--- src/rtl/decode_stage.sv ---
// decode_stage
//   MIPS instruction decode with a small output FIFO. Each accepted instruction
//   is decoded on entry, and the decoded fields are stored instead of the raw
//   word. The FIFO head drives all out_* data outputs.
//
//   Parameters
//     XLEN   width of the extended immediate (32 or 64)
//     DEPTH  FIFO entries (power of 2, >= 2)
//
//   Ports
//     clk, rst        clock, synchronous active-high reset
//     flush           discard every buffered entry (and any same-cycle push)
//     in_valid/ready  upstream handshake; in_ready depends on registered state only
//     in_instr/in_pc  raw instruction word and its address
//     out_valid/ready downstream handshake for the FIFO head
//     out_pc, out_opcode, out_rs, out_rt, out_rd, out_shamt, out_funct
//                     raw fields of the head entry
//     out_imm_ext     zero/sign/lui-extended immediate
//     out_jtarget     {(pc+4)[31:28], adr, 2'b00}
//     out_type        00 R, 01 I, 10 J, 11 illegal
module decode_stage #(
    parameter int XLEN  = 32,
    parameter int DEPTH = 2
) (
    input  logic            clk,
    input  logic            rst,
    input  logic            flush,
    input  logic            in_valid,
    output logic            in_ready,
    input  logic [31:0]     in_instr,
    input  logic [31:0]     in_pc,
    output logic            out_valid,
    input  logic            out_ready,
    output logic [31:0]     out_pc,
    output logic [5:0]      out_opcode,
    output logic [4:0]      out_rs,
    output logic [4:0]      out_rt,
    output logic [4:0]      out_rd,
    output logic [4:0]      out_shamt,
    output logic [5:0]      out_funct,
    output logic [XLEN-1:0] out_imm_ext,
    output logic [31:0]     out_jtarget,
    output logic [1:0]      out_type
);

    localparam int AW = $clog2(DEPTH);
    localparam int CW = AW + 1;
    localparam logic [CW-1:0] FULL_CNT = CW'(DEPTH);

    localparam logic [1:0] TYPE_R   = 2'b00;
    localparam logic [1:0] TYPE_I   = 2'b01;
    localparam logic [1:0] TYPE_J   = 2'b10;
    localparam logic [1:0] TYPE_ILL = 2'b11;

    typedef struct packed {
        logic [31:0]     pc;
        logic [5:0]      opcode;
        logic [4:0]      rs;
        logic [4:0]      rt;
        logic [4:0]      rd;
        logic [4:0]      shamt;
        logic [5:0]      funct;
        logic [XLEN-1:0] imm_ext;
        logic [31:0]     jtarget;
        logic [1:0]      itype;
    } entry_t;

    function automatic logic [1:0] decode_type(input logic [5:0] op);
        logic [1:0] t;
        t = TYPE_ILL;
        case (op) inside
            6'h00:                                      t = TYPE_R;
            6'h02, 6'h03:                               t = TYPE_J;
            6'h01, [6'h04:6'h0F], [6'h20:6'h26],
            6'h28, 6'h29, 6'h2B:                        t = TYPE_I;
            default:                                    t = TYPE_ILL;
        endcase
        return t;
    endfunction

    function automatic logic [XLEN-1:0] extend_imm(input logic [5:0] op, input logic [15:0] imm);
        logic signed [15:0]     simm;
        logic signed [31:0]     lui;
        logic signed [XLEN-1:0] r;
        simm = imm;
        lui  = {imm, 16'h0000};
        case (op)
            6'h0C, 6'h0D, 6'h0E: begin
                r       = '0;
                r[15:0] = imm;
            end
            6'h0F:   r = lui;   // signed assignment widens with the sign of bit 31
            default: r = simm;
        endcase
        return r;
    endfunction

    logic [AW-1:0]  wr_ptr;
    logic [AW-1:0]  rd_ptr;
    logic [CW-1:0]  count;
    logic           push;
    logic           pop;
    logic [3:0]     jt_hi_p0;
    entry_t         entry_p0;
    entry_t         head;
    entry_t         mem [DEPTH];

    // ---- stage p0: decode at the FIFO input ----
    // (pc+4)[31:28] only differs from pc[31:28] when the +4 carries out of
    // bit 27, i.e. when pc[27:2] is all ones.
    assign jt_hi_p0 = in_pc[31:28] + {3'b000, &in_pc[27:2]};

    always_comb begin
        entry_p0.pc      = in_pc;
        entry_p0.opcode  = in_instr[31:26];
        entry_p0.rs      = in_instr[25:21];
        entry_p0.rt      = in_instr[20:16];
        entry_p0.rd      = in_instr[15:11];
        entry_p0.shamt   = in_instr[10:6];
        entry_p0.funct   = in_instr[5:0];
        entry_p0.imm_ext = extend_imm(in_instr[31:26], in_instr[15:0]);
        entry_p0.jtarget = {jt_hi_p0, in_instr[25:0], 2'b00};
        entry_p0.itype   = decode_type(in_instr[31:26]);
    end

    assign in_ready  = (count < FULL_CNT);
    assign out_valid = (count != '0);
    assign push      = in_valid & in_ready & ~flush;
    assign pop       = out_valid & out_ready;

    // ---- stage p1: FIFO storage (data only, no reset) ----
    always_ff @(posedge clk) begin
        if (push) begin
            mem[wr_ptr] <= entry_p0;
        end
    end

    always_ff @(posedge clk) begin
        if (rst || flush) begin
            count  <= '0;
            wr_ptr <= '0;
            rd_ptr <= '0;
        end else begin
            if (push) begin
                wr_ptr <= wr_ptr + AW'(1);
            end
            if (pop) begin
                rd_ptr <= rd_ptr + AW'(1);
            end
            if (push && !pop) begin
                count <= count + CW'(1);
            end else if (pop && !push) begin
                count <= count - CW'(1);
            end
        end
    end

    assign head        = mem[rd_ptr];
    assign out_pc      = head.pc;
    assign out_opcode  = head.opcode;
    assign out_rs      = head.rs;
    assign out_rt      = head.rt;
    assign out_rd      = head.rd;
    assign out_shamt   = head.shamt;
    assign out_funct   = head.funct;
    assign out_imm_ext = head.imm_ext;
    assign out_jtarget = head.jtarget;
    assign out_type    = head.itype;

endmodule

--- config.mk ---
export PLATFORM = sky130hd
export DESIGN_NAME = decode_stage
export DESIGN_NICKNAME = d
export VERILOG_FILES = /design/src/rtl/decode_stage.sv
export SDC_FILE = /design/constraint.sdc
export NUM_CORES = 1
export LEC_CHECK = 0
export BUFFER_PORTS_ARGS = -buffer_cell sky130_fd_sc_hd__buf_2
export CAP_MARGIN = 20
export CORE_MARGIN = 2
export CORE_UTILIZATION = 57
export DETAILED_ROUTE_END_ITERATION = 10
export PLACE_DENSITY = 0.81
export SLEW_MARGIN = 20
export SYNTH_ARGS = -nofsm -noshare
export SYNTH_HDL_FRONTEND = slang
export SYNTH_SLANG_ARGS = --single-unit
--- constraint.sdc ---
create_clock -name clk -period 20.2 [get_ports clk]
set_input_delay 4.04 -clock clk [delete_from_list [all_inputs] [get_ports clk]]
set_output_delay 4.04 -clock clk [all_outputs]
set_load 0.05 [all_outputs]
==> reports/summary.txt, run 1 <==
DIE
---------------------------------------------------------------------------------
Horizontal die dimension ...........................................     124.2 um
Row count ..........................................................           43
Area enclosed by the die boundary .................................. 15,410 sq um
Ports ..............................................................          201
Initial cell density of the core ...................................       58.83%
DIE HEIGHT .........................................................     124.2 um
Placeable core region .............................................. 13,990 sq um

CTS
---------------------------------------------------------------------------------
Max clock buf depth ................................................            3
CTS tree ...........................................................          yes
Total setup buffers inserted after CTS .............................            0
Clock buffers created by TritonCTS .................................           21
Number of resized instances in the post-cts repair step ............            0
Number of sinks on the clock net ...................................          209
Clock insertion delay at the later pin of the skew report ..........      0.49 ns
Clock slew seen by the registers of the worst setup and hold paths .      0.05 ns
Hold buffer count at CTS ...........................................            0
Clock root buffer .................................................. sky130_fd_sc_hd__clkbuf_16
# H-tree levels ....................................................            1

STA
---------------------------------------------------------------------------------
Clock Skew .........................................................   0.02105 ns
Post-route minimum period ..........................................     6.634 ns
Slew margin rel. ...................................................       50.54%
Setup tns final ....................................................         0 ns
Worst Hold Slack ...................................................    0.5584 ns
Slew @ Worst Pin ...................................................    0.7419 ns
Hold Violations, Final .............................................            0
F_max ..............................................................    150.7 MHz
Unrepaired setup endpoints after global routing ....................        false
Number of max-slew violations in the final report ..................            0
Final setup violating endpoints ....................................            0
Final Cycle Share ..................................................       32.84%

DRT
---------------------------------------------------------------------------------
Vias post-DR .......................................................        4,266
DRC violation count after routing ..................................            0
DRT Pass-1 Iters ...................................................            4
Vias per Instance ..................................................        5.247
Drt total wl .......................................................    14,510 um
Antenna Violating Nets Remaining ...................................            0
Per-cell routed wire length ........................................     17.85 um
DRC violation total after the first TritonRoute iteration ..........          288

FINAL LAYOUT
---------------------------------------------------------------------------------
Inserted Diodes ....................................................            0
Finished layout cell area ..........................................   9873 sq um
Fraction of layout instances using a drive strength above 1 ........       54.19%
Layout Utilization .................................................       70.58%
Count of non-filler cells in the finished layout ...................          813
Layout Nets ........................................................          690
Synthesis-to-finish area growth ....................................       19.98%

SETUP PATH
---------------------------------------------------------------------------------
Slowest-stage cell, CP ............................................. sky130_fd_sc_hd__dfxtp_4
Highest cell delay on the worst timing path ........................      0.72 ns
Worst flop-to-flop path startpoint .................................     count[1]
Setup Crit Path Kind ............................................... flop to output port
Crit-path cells .................................................... buf_4 > mux2_2 > buf_2
Type of destination of the critical path ...........................  output port
Worst endpoint data arrival time ...................................      2.59 ns
Worst Path Max Fanout ..............................................           57
Req. time, crit path ...............................................     16.16 ns
Kind of start point of the critical path ...........................         flop

PLACED DESIGN
---------------------------------------------------------------------------------
Area after DPL .....................................................   9210 sq um
Port bufs ..........................................................          198
Placed insts .......................................................          775
Routability congestion estimate ....................................       0.7684
DP Wirelength ......................................................      9417 um

PWR
---------------------------------------------------------------------------------
Net switching power ................................................     236.7 uW
Portion of total power attributed to the clock network .............        37.8%
Power per cell area ................................................ 98.66 nW/um^2
IR Drop Worst-Case VDD ............................................. 0.00008396 V
Switching part of the total power ..................................       24.29%
Leakage power figure ...............................................  0.003684 uW
Internal power .....................................................     737.5 uW
Power share of the sequential group ................................        50.8%
Part of the power in combinational logic ...........................        11.4%

GLOBAL ROUTING
---------------------------------------------------------------------------------
Total global routing track utilization .............................       17.68%
Number of global-route vias before repair ..........................        4,151
Highest-utilization routing layer at the global route stage ........         met2
GR Overflow Total ..................................................            0
Number of antenna violations at the first check in global routing ..            0
Largest net degree at the start of global routing ..................           58
Met3 global-route usage ............................................       5.128%
Global-route wire length before repair .............................    20,660 um
Global routing usage on met1 .......................................       22.08%
Global routing met2 resource utilization ...........................       29.85%

YOSYS
---------------------------------------------------------------------------------
Netlist area before placement ......................................   8229 sq um
Distinct cell type count of the synthesized netlist ................           31
Asr flop ratio synth ...............................................           0%
Top cell type by total area after synthesis ........................ sky130_fd_sc_hd__edfxtp_1
#FFs+latches synth .................................................          209
Top area cells in the synthesized netlist .......................... sky130_fd_sc_hd__edfxtp_1 (74%), sky130_fd_sc_hd__mux2_2 (14%), sky130_fd_sc_hd__buf_4 (2.7%)
Post-synthesis cell count ..........................................          434
Top-count cell post-synth .......................................... sky130_fd_sc_hd__edfxtp_1
Yosys warns ........................................................            0
Syn_area_per_cell ..................................................  18.96 sq um
List of most frequent post-synthesis cells ......................... sky130_fd_sc_hd__edfxtp_1 (204), sky130_fd_sc_hd__mux2_2 (102), sky130_fd_sc_hd__buf_4 (30)
Ys flop type ....................................................... sky130_fd_sc_hd__edfxtp_1
Area fraction of the dominant cell type after synthesis ............       74.44%
EDFF count, synth ..................................................          204
Register area share after synthesis ................................       75.66%

WORST HOLD PATH
---------------------------------------------------------------------------------
Worst Hold Class ................................................... flop to flop
Hold path startpoint ...............................................     count[1]

FLOW RUN
---------------------------------------------------------------------------------
Max-cap violations .................................................            0

RUN STATUS
---------------------------------------------------------------------------------
Outcome ............................................................ finished clean

-- worst paths after layout --
kind                     end  slack [ns]  cells past startpoint
setup / recovery  out_pc[23]       13.57                      3
hold / removal      count[1]        0.56                      2
setup reg to reg  mem[0][46]       17.65                      4
hold reg to reg     count[1]        0.56                      2
-- metrics by stage --
step           total power (uW)  setup WS, ns
2_1_floorplan             590.6         10.79
3_3_place_gp              613.0         13.90
3_5_place_dp              615.9         13.82
4_1_cts                   984.6         13.50
5_1_grt                    1008         13.40
6_report                  974.1         13.57
-- critical path: cells and delay by family (launching register included) --
kind / cells / cell delay, ns
flops: 1 / 0.72
buf+inv: 2 / 0.91
mux: 1 / 0.43
-- flip-flops by register name (all words and copies together), names as in the netlist, named ones only --
register / cells
mem: 204
count: 2
rd_ptr: 1
wr_ptr: 1
-- power by group through the flow --
stage / Clock (uW) / Sequential, uW / Combinational [uW]
finish: 368 / 495 / 111
global route: 396 / 496 / 117
detailed placement: 0 / 504 / 112
floorplan: 0 / 504 / 86.3
CTS: 377 / 495 / 112
global placement: 0 / 503 / 110
-- placed cells by master, fill, tap and decap left out, types with 2 or more instances in the layout --
cell type                    count
sky130_fd_sc_hd__nor3_1          4
sky130_fd_sc_hd__clkinv_2        3
sky130_fd_sc_hd__edfxtp_1      204
sky130_fd_sc_hd__buf_4           5
sky130_fd_sc_hd__xor2_1          4
sky130_fd_sc_hd__bufinv_16       2
sky130_fd_sc_hd__nor2b_1        15
sky130_fd_sc_hd__dfxtp_1         4
sky130_fd_sc_hd__inv_1           3
sky130_fd_sc_hd__conb_1          2
sky130_fd_sc_hd__clkbuf_1        4
sky130_fd_sc_hd__clkbuf_16      21
sky130_fd_sc_hd__nor2_1          3
sky130_fd_sc_hd__clkinvlp_4      2
sky130_fd_sc_hd__mux2_2        102
sky130_fd_sc_hd__buf_2         198
sky130_fd_sc_hd__a21o_1         16
sky130_fd_sc_hd__ha_1            3
sky130_fd_sc_hd__nand4_1         6
sky130_fd_sc_hd__nand3_1         3
sky130_fd_sc_hd__nand2_1         4
sky130_fd_sc_hd__o21ai_0         2
sky130_fd_sc_hd__xnor2_1         2
sky130_fd_sc_hd__clkinv_1        4
-- per-layer routing --
layer	vias up	wire, um
met5	-	0
met4	0	335
met3	23	1028
met2	138	7310
met1	2084	5836
li1	2021	-
-- cells by family (layout without fill, tap and decap cells) --
logic type                 Yosys count  count (layout)  synth area share (%)
DFF                                209             209                 75.66
buffers and inverters               46             244                 3.664
and+or+nand+nor                     44              44                 3.376
muxes                              102             102                 13.96
xor gates and xnor gates             6               6                0.6386
adders and majority gates            3               3                0.4562
AOI/OAI and AO/OA                   23              23                 2.205
other                                1               2               0.04557
-- layout make-up --
cell class | instances | area [sq um]
Sequential cell | 209 | 6230
Fill cell | 897 | 4115
Multi-Input combinational cell | 180 | 1715
Timing Repair Buffer | 203 | 1028
Clock buffer | 25 | 540.5
Tap cell | 180 | 225.2
Clock inverter | 13 | 122.6
Inverter | 3 | 11.26
No activity file was read; power rests on OpenSTA's default activity.
==> run 2, diff against run 1 <==
--- a/config.mk
+++ b/config.mk
@@ -8,9 +8,9 @@
 export BUFFER_PORTS_ARGS = -buffer_cell sky130_fd_sc_hd__buf_2
 export CAP_MARGIN = 20
 export CORE_MARGIN = 2
-export CORE_UTILIZATION = 57
+export CORE_UTILIZATION = 48
 export DETAILED_ROUTE_END_ITERATION = 10
-export PLACE_DENSITY = 0.81
+export PLACE_DENSITY = 0.73
 export SLEW_MARGIN = 20
 export SYNTH_ARGS = -nofsm -noshare
 export SYNTH_HDL_FRONTEND = slang
==> constraint.sdc (replaced) <==
create_clock -name clk -period 5.9 [get_ports clk]
set_input_delay 1.18 -clock clk [delete_from_list [all_inputs] [get_ports clk]]
set_output_delay 1.18 -clock clk [all_outputs]
set_load 0.05 [all_outputs]
==> run 2 against run 1 <==
Clock-buffer cell count did not move. First-iteration DRC count shrank 17%. Global-route usage decreased by 1.6 points. Routed wire length rose by 4.3%. Critical path depth did not move. Total power increased to 3.4 times the previous value. Clock skew down 0.0072 ns. Die area up 18%. Critical endpoint is now out_imm_ext[27]. Utilization shrank 11 points. Largest power group unchanged.
==> reports/summary.txt, run 2 (synthesized netlist as in run 1, its figures left out) <==
STA
----------------------------------------------------------------------------------
Slew @ Worst Pin ....................................................    0.9304 ns   +0.1885 ns
F_max ...............................................................    258.8 MHz
Post-route minimum period ...........................................     3.864 ns
Hold Violations, Final ..............................................            0   unchanged
Number of max-slew violations in the final report ...................            0   unchanged
Final Cycle Share ...................................................       65.49%
Worst Hold Slack ....................................................    0.5635 ns   +0.005060 ns
Final setup violating endpoints .....................................            0   unchanged
Clock Skew ..........................................................   0.01385 ns   -0.007204 ns
Unrepaired setup endpoints after global routing .....................        false
Slew margin rel. ....................................................       37.97%   -13 points
Setup tns final .....................................................         0 ns   unchanged

CTS
----------------------------------------------------------------------------------
Clock slew seen by the registers of the worst setup and hold paths ..      0.06 ns   about the same
Number of resized instances in the post-cts repair step .............            0   unchanged
Clock buffers created by TritonCTS ..................................           21   unchanged
CTS tree ............................................................          yes
# H-tree levels .....................................................            1   unchanged
Clock root buffer ................................................... sky130_fd_sc_hd__clkbuf_16
Total setup buffers inserted after CTS ..............................            0   unchanged
Number of sinks on the clock net ....................................          209   unchanged
Hold buffer count at CTS ............................................            0   unchanged
Clock insertion delay at the later pin of the skew report ...........      0.48 ns   about the same
Max clock buf depth .................................................            3   unchanged

PWR
----------------------------------------------------------------------------------
Leakage power figure ................................................  0.003705 uW   +0.58%
Power per cell area ................................................. 337.1 nW/um^2   +240%
IR Drop Worst-Case VDD ..............................................  0.0002118 V   +150%

GLOBAL ROUTING
----------------------------------------------------------------------------------
Largest net degree at the start of global routing ...................           69   +19%
Total global routing track utilization ..............................       16.12%   -1.6 points
Number of antenna violations at the first check in global routing ...            0   unchanged
Global routing met2 resource utilization ............................       28.34%   -1.5 points
Global routing usage on met1 ........................................       19.75%   -2.3 points
GR Overflow Total ...................................................            0   unchanged
Number of global-route vias before repair ...........................        4,545   +9.5%
Global-route wire length before repair ..............................    23,150 um   +12%
Highest-utilization routing layer at the global route stage .........         met2
Met3 global-route usage .............................................       4.017%   -1.1 points

DRT
----------------------------------------------------------------------------------
DRC violation count after routing ...................................            0   unchanged
DRC violation total after the first TritonRoute iteration ...........          240   -17%
Vias post-DR ........................................................        4,323   +1.3%
Drt total wl ........................................................    15,130 um   +4.3%
Per-cell routed wire length .........................................     17.69 um   -0.86%
Antenna Violating Nets Remaining ....................................            0   unchanged
Vias per Instance ...................................................        5.056   -3.6%
DRT Pass-1 Iters ....................................................            4   unchanged

SETUP PATH
----------------------------------------------------------------------------------
Setup Crit Path Kind ................................................ flop to output port
Number of cells on the worst reg-to-reg path ........................            3   -1
Critical R2R Capture ................................................   mem[1][70]
Type of destination of the critical path ............................  output port
Kind of start point of the critical path ............................         flop
Worst endpoint data arrival time ....................................      2.68 ns   +0.09 ns
Worst Path Max Fanout ...............................................           68   +19%
Worst flop-to-flop path startpoint ..................................     count[1]
Setup slack on the worst flop-to-flop path ..........................      3.45 ns   -14.20 ns
Req. time, crit path ................................................      4.72 ns   -11.44 ns

WORST HOLD PATH
----------------------------------------------------------------------------------
Hold-critical path endpoint .........................................     count[1]
Worst Hold Class .................................................... flop to flop
Hold path startpoint ................................................     count[1]
Hold Path Cell Cnt ..................................................            2   unchanged

PLACED DESIGN
----------------------------------------------------------------------------------
DP Wirelength .......................................................      9828 um   +4.4%
Routability congestion estimate .....................................       0.7513   -2.2%
Port bufs ...........................................................          198   unchanged

FINAL LAYOUT
----------------------------------------------------------------------------------
Synthesis-to-finish area growth .....................................       20.98%
Commonest non-fill, non-tap cells in the layout ..................... sky130_fd_sc_hd__edfxtp_1 (204), sky130_fd_sc_hd__buf_2 (198), sky130_fd_sc_hd__mux2_2 (102), sky130_fd_sc_hd__clkbuf_16 (21), sky130_fd_sc_hd__a21o_1 (16)
Largest registers ................................................... mem (204), count (2)
Leading cell type in the layout, fill and taps excluded ............. sky130_fd_sc_hd__edfxtp_1
Fraction of layout instances using a drive strength above 1 .........       54.66%   +0.47 points
Register with the most flip-flops ...................................          mem
Layout Utilization ..................................................       59.82%   -11 points
Layout Nets .........................................................          690   unchanged
Flip-flop count of the largest register, all copies and words added .          204   unchanged

DIE
----------------------------------------------------------------------------------
Area enclosed by the die boundary ................................... 18,210 sq um   +18%
Row count ...........................................................           47   +9.3%
Initial cell density of the core ....................................       49.45%   -9.4 points
Horizontal die dimension ............................................     134.9 um   +8.7%
Placeable core region ............................................... 16,640 sq um   +19%
Ports ...............................................................          201   unchanged
DIE HEIGHT ..........................................................     134.9 um   +8.7%

RUN STATUS
----------------------------------------------------------------------------------
Outcome ............................................................. finished clean

FLOW RUN
----------------------------------------------------------------------------------
Max-cap violations ..................................................            0   unchanged

==> run 2: layer usage <==
metal / vias to the layer above / share of wire [%]
met5: - / 0
met4: 0 / 2.2
met3: 25 / 7.4
met2: 157 / 51
met1: 2115 / 40
li1: 2026 / -
==> run 2: critical path, cell delays in order, from the launching register on <==
cell                      delay [ns]
sky130_fd_sc_hd__dfxtp_4        0.95
sky130_fd_sc_hd__buf_4          0.55
sky130_fd_sc_hd__mux2_2         0.42
sky130_fd_sc_hd__buf_2          0.22
==> run 2: cell type report <==
cell class                      instances  area [sq um]
Clock buffer                           25         560.5
Timing Repair Buffer                  203          1041
Clock inverter                         13         117.6
Fill cell                            1281          6686
Sequential cell                       209          6230
Multi-Input combinational cell        180          1715
Tap cell                              220         275.3
Inverter                                3         11.26
Antenna cell                            2         5.005
==> run 2: stage by stage <==
stage | power [uW] | setup WS (ns) | area (sq um) | instances
after floorplan | 2019 | 1.311 | 8235 | 435
after global placement | 2103 | 2.533 | 9273 | 815
after detailed placement | 2112 | 2.453 | 9273 | 815
after CTS | 3397 | 1.980 | 9951 | 853
after global routing | 3475 | 1.884 | 9951 | 853
final | 3356 | 2.036 | 9956 | 855
==> run 2: power breakdown <==
| group | leakage, uW | switching [uW] | total [uW] | internal [uW] |
|---|---|---|---|---|
| registers | 0.00191 | 14.9 | 1700 | 1680 |
| clock network | 0.000337 | 513 | 1280 | 766 |
| logic | 0.00146 | 281 | 381 | 100 |
| total | 0.00371 | 809 | 3360 | 2550 |
==> run 2: how the worst max path moves through the flow <==
stage	endpoint	slack, ns	depth (start not counted)
final	out_imm_ext[27]	2.04	3
after floorplan	mem[0][0]	1.31	2
after detailed placement	mem[1][111]	2.45	4
after global routing	out_funct[3]	1.88	3
after global placement	mem[1][109]	2.53	4
after CTS	out_jtarget[5]	1.98	3
